File: src/rtl/pong_pkg.sv
// Shared pong definitions: debounce FSM state encoding, default timing constants
// and the push-button bit indices.
package pong_pkg;

  typedef enum logic [1:0] {
    StReleased    = 2'd0,
    StPressPend   = 2'd1,
    StPressed     = 2'd2,
    StReleasePend = 2'd3
  } btn_state_e;

  // 10 ms debounce and repeat timing at 100 MHz
  localparam int unsigned DebCyclesDef    = 1_000_000;
  localparam int unsigned RepeatDelayDef  = 50_000_000;
  localparam int unsigned RepeatPeriodDef = 10_000_000;

  localparam int unsigned BtnD = 0;
  localparam int unsigned BtnU = 1;

  function automatic int unsigned max3(input int unsigned a, input int unsigned b,
                                       input int unsigned c);
    int unsigned m;
    m = (a > b) ? a : b;
    return (m > c) ? m : c;
  endfunction

endpackage

File: src/rtl/pong_debounce_ch.sv
// One button channel: 2-flop synchronizer, debounce FSM with saturating counter,
// press/release pulses. Auto-repeat on held press when PONG_BTN_REPEAT_EN is defined.
module pong_debounce_ch
  import pong_pkg::*;
#(
  parameter int unsigned DEB_CYCLES    = DebCyclesDef,
  parameter int unsigned REPEAT_DELAY  = RepeatDelayDef,
  parameter int unsigned REPEAT_PERIOD = RepeatPeriodDef
) (
  input  logic clk,
  input  logic reset,
  input  logic btn_raw_i,
  output logic level_o,
  output logic press_o,
  output logic release_o,
  output logic press_next_o
);

  localparam int unsigned CntW = $clog2(max3(DEB_CYCLES, REPEAT_DELAY, REPEAT_PERIOD));
  typedef logic [CntW-1:0] cnt_t;

  // Counter is cleared on entry to a pending state, so acceptance lands on the
  // DEB_CYCLES-th consecutive stable sample.
  localparam cnt_t DebLast = cnt_t'(DEB_CYCLES - 2);
  localparam cnt_t CntMax  = '1;

  logic [1:0] sync_q;
  logic       s;
  btn_state_e state_q, state_d;
  cnt_t       cnt_q, cnt_d, cnt_inc;
  logic       level_q, level_d;
  logic       press_q, press_d;
  logic       release_q, release_d;

`ifdef PONG_BTN_REPEAT_EN
  localparam cnt_t RepDelayLast  = cnt_t'(REPEAT_DELAY - 1);
  localparam cnt_t RepPeriodLast = cnt_t'(REPEAT_PERIOD - 1);
  logic rep_q, rep_d;
`endif

  assign s       = sync_q[1];
  assign cnt_inc = (cnt_q == CntMax) ? cnt_q : cnt_q + cnt_t'(1);

  always_comb begin
    state_d   = state_q;
    cnt_d     = cnt_q;
    level_d   = level_q;
    press_d   = 1'b0;
    release_d = 1'b0;
`ifdef PONG_BTN_REPEAT_EN
    rep_d     = rep_q;
`endif
    unique case (state_q)
      StReleased: begin
        if (s) begin
          state_d = StPressPend;
          cnt_d   = '0;
        end
      end
      StPressPend: begin
        if (!s) begin
          state_d = StReleased;
          cnt_d   = '0;
        end else if (cnt_q == DebLast) begin
          state_d = StPressed;
          cnt_d   = '0;
          level_d = 1'b1;
          press_d = 1'b1;
`ifdef PONG_BTN_REPEAT_EN
          rep_d   = 1'b0;
`endif
        end else begin
          cnt_d = cnt_inc;
        end
      end
      StPressed: begin
        if (!s) begin
          state_d = StReleasePend;
          cnt_d   = '0;
`ifdef PONG_BTN_REPEAT_EN
        end else if ((!rep_q && cnt_q == RepDelayLast) || (rep_q && cnt_q == RepPeriodLast)) begin
          press_d = 1'b1;
          rep_d   = 1'b1;
          cnt_d   = '0;
        end else begin
          cnt_d = cnt_inc;
`endif
        end
      end
      StReleasePend: begin
        if (s) begin
          state_d = StPressed;
          cnt_d   = '0;
`ifdef PONG_BTN_REPEAT_EN
          rep_d   = 1'b0;
`endif
        end else if (cnt_q == DebLast) begin
          state_d   = StReleased;
          cnt_d     = '0;
          level_d   = 1'b0;
          release_d = 1'b1;
        end else begin
          cnt_d = cnt_inc;
        end
      end
      default: begin
        state_d = StReleased;
        cnt_d   = '0;
      end
    endcase
  end

  always_ff @(posedge clk) begin
    if (!reset) begin
      sync_q    <= '0;
      state_q   <= StReleased;
      cnt_q     <= '0;
      level_q   <= 1'b0;
      press_q   <= 1'b0;
      release_q <= 1'b0;
`ifdef PONG_BTN_REPEAT_EN
      rep_q     <= 1'b0;
`endif
    end else begin
      sync_q    <= {sync_q[0], btn_raw_i};
      state_q   <= state_d;
      cnt_q     <= cnt_d;
      level_q   <= level_d;
      press_q   <= press_d;
      release_q <= release_d;
`ifdef PONG_BTN_REPEAT_EN
      rep_q     <= rep_d;
`endif
    end
  end

  assign level_o      = level_q;
  assign press_o      = press_q;
  assign release_o    = release_q;
  assign press_next_o = press_d;

endmodule

File: src/rtl/pong_btn_cond.sv
// Button conditioner: N_BTN independent debounce channels plus a registered any_press.
// Optional auto-repeat is enabled with `define PONG_BTN_REPEAT_EN.
module pong_btn_cond
  import pong_pkg::*;
#(
  parameter int unsigned N_BTN         = 2,
  parameter int unsigned DEB_CYCLES    = DebCyclesDef,
  parameter int unsigned REPEAT_DELAY  = RepeatDelayDef,
  parameter int unsigned REPEAT_PERIOD = RepeatPeriodDef
) (
  input  logic             clk,
  input  logic             reset,
  input  logic [N_BTN-1:0] btn_raw,
  output logic [N_BTN-1:0] btn_level,
  output logic [N_BTN-1:0] btn_press,
  output logic [N_BTN-1:0] btn_release,
  output logic             any_press
);

  logic [N_BTN-1:0] press_next;
  logic             any_press_q;

  for (genvar i = 0; i < N_BTN; i++) begin : g_ch
    pong_debounce_ch #(
      .DEB_CYCLES   (DEB_CYCLES),
      .REPEAT_DELAY (REPEAT_DELAY),
      .REPEAT_PERIOD(REPEAT_PERIOD)
    ) u_ch (
      .clk         (clk),
      .reset       (reset),
      .btn_raw_i   (btn_raw[i]),
      .level_o     (btn_level[i]),
      .press_o     (btn_press[i]),
      .release_o   (btn_release[i]),
      .press_next_o(press_next[i])
    );
  end

  // Registered from next-state pulses so it aligns with btn_press
  always_ff @(posedge clk) begin
    if (!reset) begin
      any_press_q <= 1'b0;
    end else begin
      any_press_q <= |press_next;
    end
  end

  assign any_press = any_press_q;

endmodule

File: config.mk
export PLATFORM = sky130hd
export DESIGN_NAME = pong_btn_cond
export DESIGN_NICKNAME = d
export VERILOG_FILES = /design/src/rtl/pong_pkg.sv /design/src/rtl/pong_debounce_ch.sv /design/src/rtl/pong_btn_cond.sv
export SDC_FILE = /design/constraint.sdc
export NUM_CORES = 1
export LEC_CHECK = 0
export ABC_CLOCK_PERIOD_IN_PS = 5250
export BUFFER_PORTS_ARGS = -buffer_cell sky130_fd_sc_hd__buf_4
export CORE_MARGIN = 2
export CORE_UTILIZATION = 40
export CTS_BUF_LIST = sky130_fd_sc_hd__clkbuf_2 sky130_fd_sc_hd__clkbuf_4 sky130_fd_sc_hd__clkbuf_8
export CTS_CLUSTER_SIZE = 40
export DETAILED_ROUTE_END_ITERATION = 10
export GPL_ROUTABILITY_DRIVEN = 1
export PLACE_DENSITY_LB_ADDON = 0.08
export SYNTH_ARGS = -nofsm -noshare
export SYNTH_HDL_FRONTEND = slang
export SYNTH_SLANG_ARGS = --single-unit
File: constraint.sdc
create_clock -name clk -period 5.25 [get_ports clk]
set_clock_uncertainty 0.1 [all_clocks]
set_input_delay 0.7875 -clock clk [delete_from_list [all_inputs] [get_ports clk]]
set_output_delay 0.7875 -clock clk [all_outputs]
set_load 0.01 [all_outputs]
==> results.cfg <==
[final_layout]
finalNetCount = 474
antenna_cells = 0
design_area_sq_mm = 0.00406
syn2layout_area_growth_pct = 6.63
final_layout_size_suffix_gt1_share_pct = 12.1

[yosys]
ys_types = 65
yosys.area.top_type = dfxtp_1
yosysSeqAreaShare_pct = 35.2
synth_commonest_cells = dfxtp_1, a21oi_1, nand2_1
synth_top_flop_cell = dfxtp_1
yosysMostFrequentCell = dfxtp_1
synth_nets = 482
ys_warn_count = 0
synth-edff-count = 0
async_flop_share_pct = 0
synth_seq_cells = 67
synth.avg_cell_area_sq_um = 8.04
synthCells = 474
synth_area_leaders = dfxtp_1, a21oi_1, nand2_1, nor2_1, o21ai_0
synth_area_sq_mm = 0.00381
synth_top_cell_area_share_pct = 35.2

[setup_path]
cp_slowest_stage_delay_ns = 0.92
critPathTopFamily = compound AO/OA/AOI/OAI gates
critPathSlowestCell = o211ai_2
crit_path_start_kind = flop
cp_num_buf_inv = 0
cp.depth = 7
critPathMaxFanout = 27
path_cells = ha_1, nor4bb_1, nand3_1, o211ai_2, o21ai_0, a21oi_1, nor2_1
cp.arrival_ns = 2.90
critPathCaptureType = flop
critical_path_class = reg2reg
reg2reg_depth = 7
required_ns = 5.36

[clocking]
cts_root_buffer = clkbuf_8
h-tree-depth = 3
cts_setup_buffers = 0
cts_made_buffers = 9
ctsHoldBuffers = 0
clk_latency_ns = 0.34
cts_tree = yes
cts_resized = 0
clk_pin_slew_ns = 0.07
cts.sinks = 67
cts_buffer_depth = 2

[routing]
final_antenna_net_count = 0
vias = 3599
drt_pre_antenna_iters = 5
post_drt_wl_per_cell_um = 16.0
drc = 0
first_iter_violations = 274
drt_wl_total_um = 9600
via_per_inst = 6.00

[pwr]
peakVddDrop_mv = 0.0890
pwr_density_cell_mw_per_mm2 = 229
power.leakage_nw = 1.31
power_mw = 0.931

[job]
drv_cap = 0

[global_routing]
overflow = 0
track_usage_pct = 19.5
grt_max_degree = 53
grt_first_pass_wirelength_um = 16000
grt_pass1_vias = 3076
antenna_found_initial = 0

[sta]
finalHoldViolations = 0
rsz0062_at_grt = no
fin_crit_ns = 2.79
setup_ws_ns = 2.46
fin_tns_setup_ns = 0
finalSetupViolCount = 0
max-slew-margin-rel_pct = 25.5
fmax_mhz = 358
post-route-period-util_pct = 53.2
worstMarginPinSlew_ns = 1.11
slew_violations = 0

[min_path]
hold_depth = 1
worstHoldPathType = reg2reg

[die]
row_count = 35
start_util_pct = 41.2
die-area_sq_mm = 0.0103
die-height_um = 102
core_sq_mm = 0.00924
die_w_um = 102
io_pins = 11

[place]
place_area_sq_mm = 0.00389
gp_congestion = 0.810
dp_slack_ns = 2.47
dpl.hpwl_um = 6490
port_buffers = 10

[outcome]
status = complete, no violations
[registers in the layout (all words and copies together) (netlist names), named ones only]
| name | count |
|---|---|
| any_press | 1 |
| g_ch.u_ch.cnt_q | 52 |
| g_ch.u_ch.level_o | 2 |
| g_ch.u_ch.press_o | 2 |
| g_ch.u_ch.release_o | 2 |
| g_ch.u_ch.state_q | 2 |
| g_ch.u_ch.sync_q | 4 |
[layout make-up]
cell class              instances  area, sq um
clock buffers                  11          139
clock inverters                 5         30.0
fillers                       909         5180
inverters                       9         33.8
multi-input cells             367         2270
flip-flops and latches         67         1340
well taps                     129          161
repair buffers                 12         90.1
[metal layers]
metal	GRT usage, %	part of all wire (%)	vias up
li1	-	-	1786
met1	31.4	53	1710
met2	25.8	41	93
met3	2.69	4.7	10
met4	6.96	1.2	0
met5	0	0	-
[power by group]
| part | total [mW] | leakage (nW) | switching (mW) | internal [mW] |
|---|---|---|---|---|
| Clock | 0.385 | 0.0859 | 0.205 | 0.180 |
| Combinational | 0.0332 | 0.687 | 0.0248 | 0.00847 |
| Sequential | 0.514 | 0.541 | 0.00287 | 0.511 |
| Total | 0.931 | 1.31 | 0.233 | 0.699 |
[kinds of logic after synthesis]
group | Yosys count | share of synthesized area [%]
fa+ha+maj | 4 | 1.31
flops | 67 | 35.2
compound gates | 143 | 24.8
buf+inv | 40 | 5.29
xor+xnor | 2 | 0.460
simple gates | 218 | 33.0
[placed cells by master (no fill, tap or decap), types with 4 or more instances in the layout]
| cell type | n |
|---|---|
| o21ai_0 | 25 |
| nor3b_1 | 5 |
| nor4_1 | 4 |
| or3_1 | 4 |
| a311oi_1 | 11 |
| inv_1 | 8 |
| nand3_1 | 24 |
| ha_1 | 4 |
| clkbuf_8 | 9 |
| o221a_2 | 5 |
| nor3_1 | 19 |
| a31oi_1 | 16 |
| nand2_1 | 45 |
| and2_1 | 12 |
| nand4_1 | 18 |
| buf_4 | 12 |
| a21oi_1 | 48 |
| o211a_1 | 6 |
| nor4b_1 | 6 |
| and3_1 | 8 |
| o21a_1 | 4 |
| dfxtp_1 | 67 |
| nor2_1 | 34 |
| and4_1 | 9 |
| or2_2 | 4 |
[final timing paths]
path,from,end,slack [ns]
worst max register to register,g_ch[0].u_ch.cnt_q[1],g_ch[0].u_ch.cnt_q[17],2.46
worst min-delay path,g_ch[0].u_ch.sync_q[0],g_ch[0].u_ch.sync_q[1],0.34
worst min register to register,g_ch[0].u_ch.sync_q[0],g_ch[0].u_ch.sync_q[1],0.34
worst max-delay path,g_ch[0].u_ch.cnt_q[1],g_ch[0].u_ch.cnt_q[17],2.46
[per-stage QoR]
step	instances	hold WS, ns	utilization (%)
floorplan	474	0.312	-
global placement	584	0.323	42.2
detailed placement	584	0.326	42.2
CTS	600	0.342	44.0
global route	600	0.349	44.0
finish	600	0.335	44.0
(Power assumes the default switching activity.)
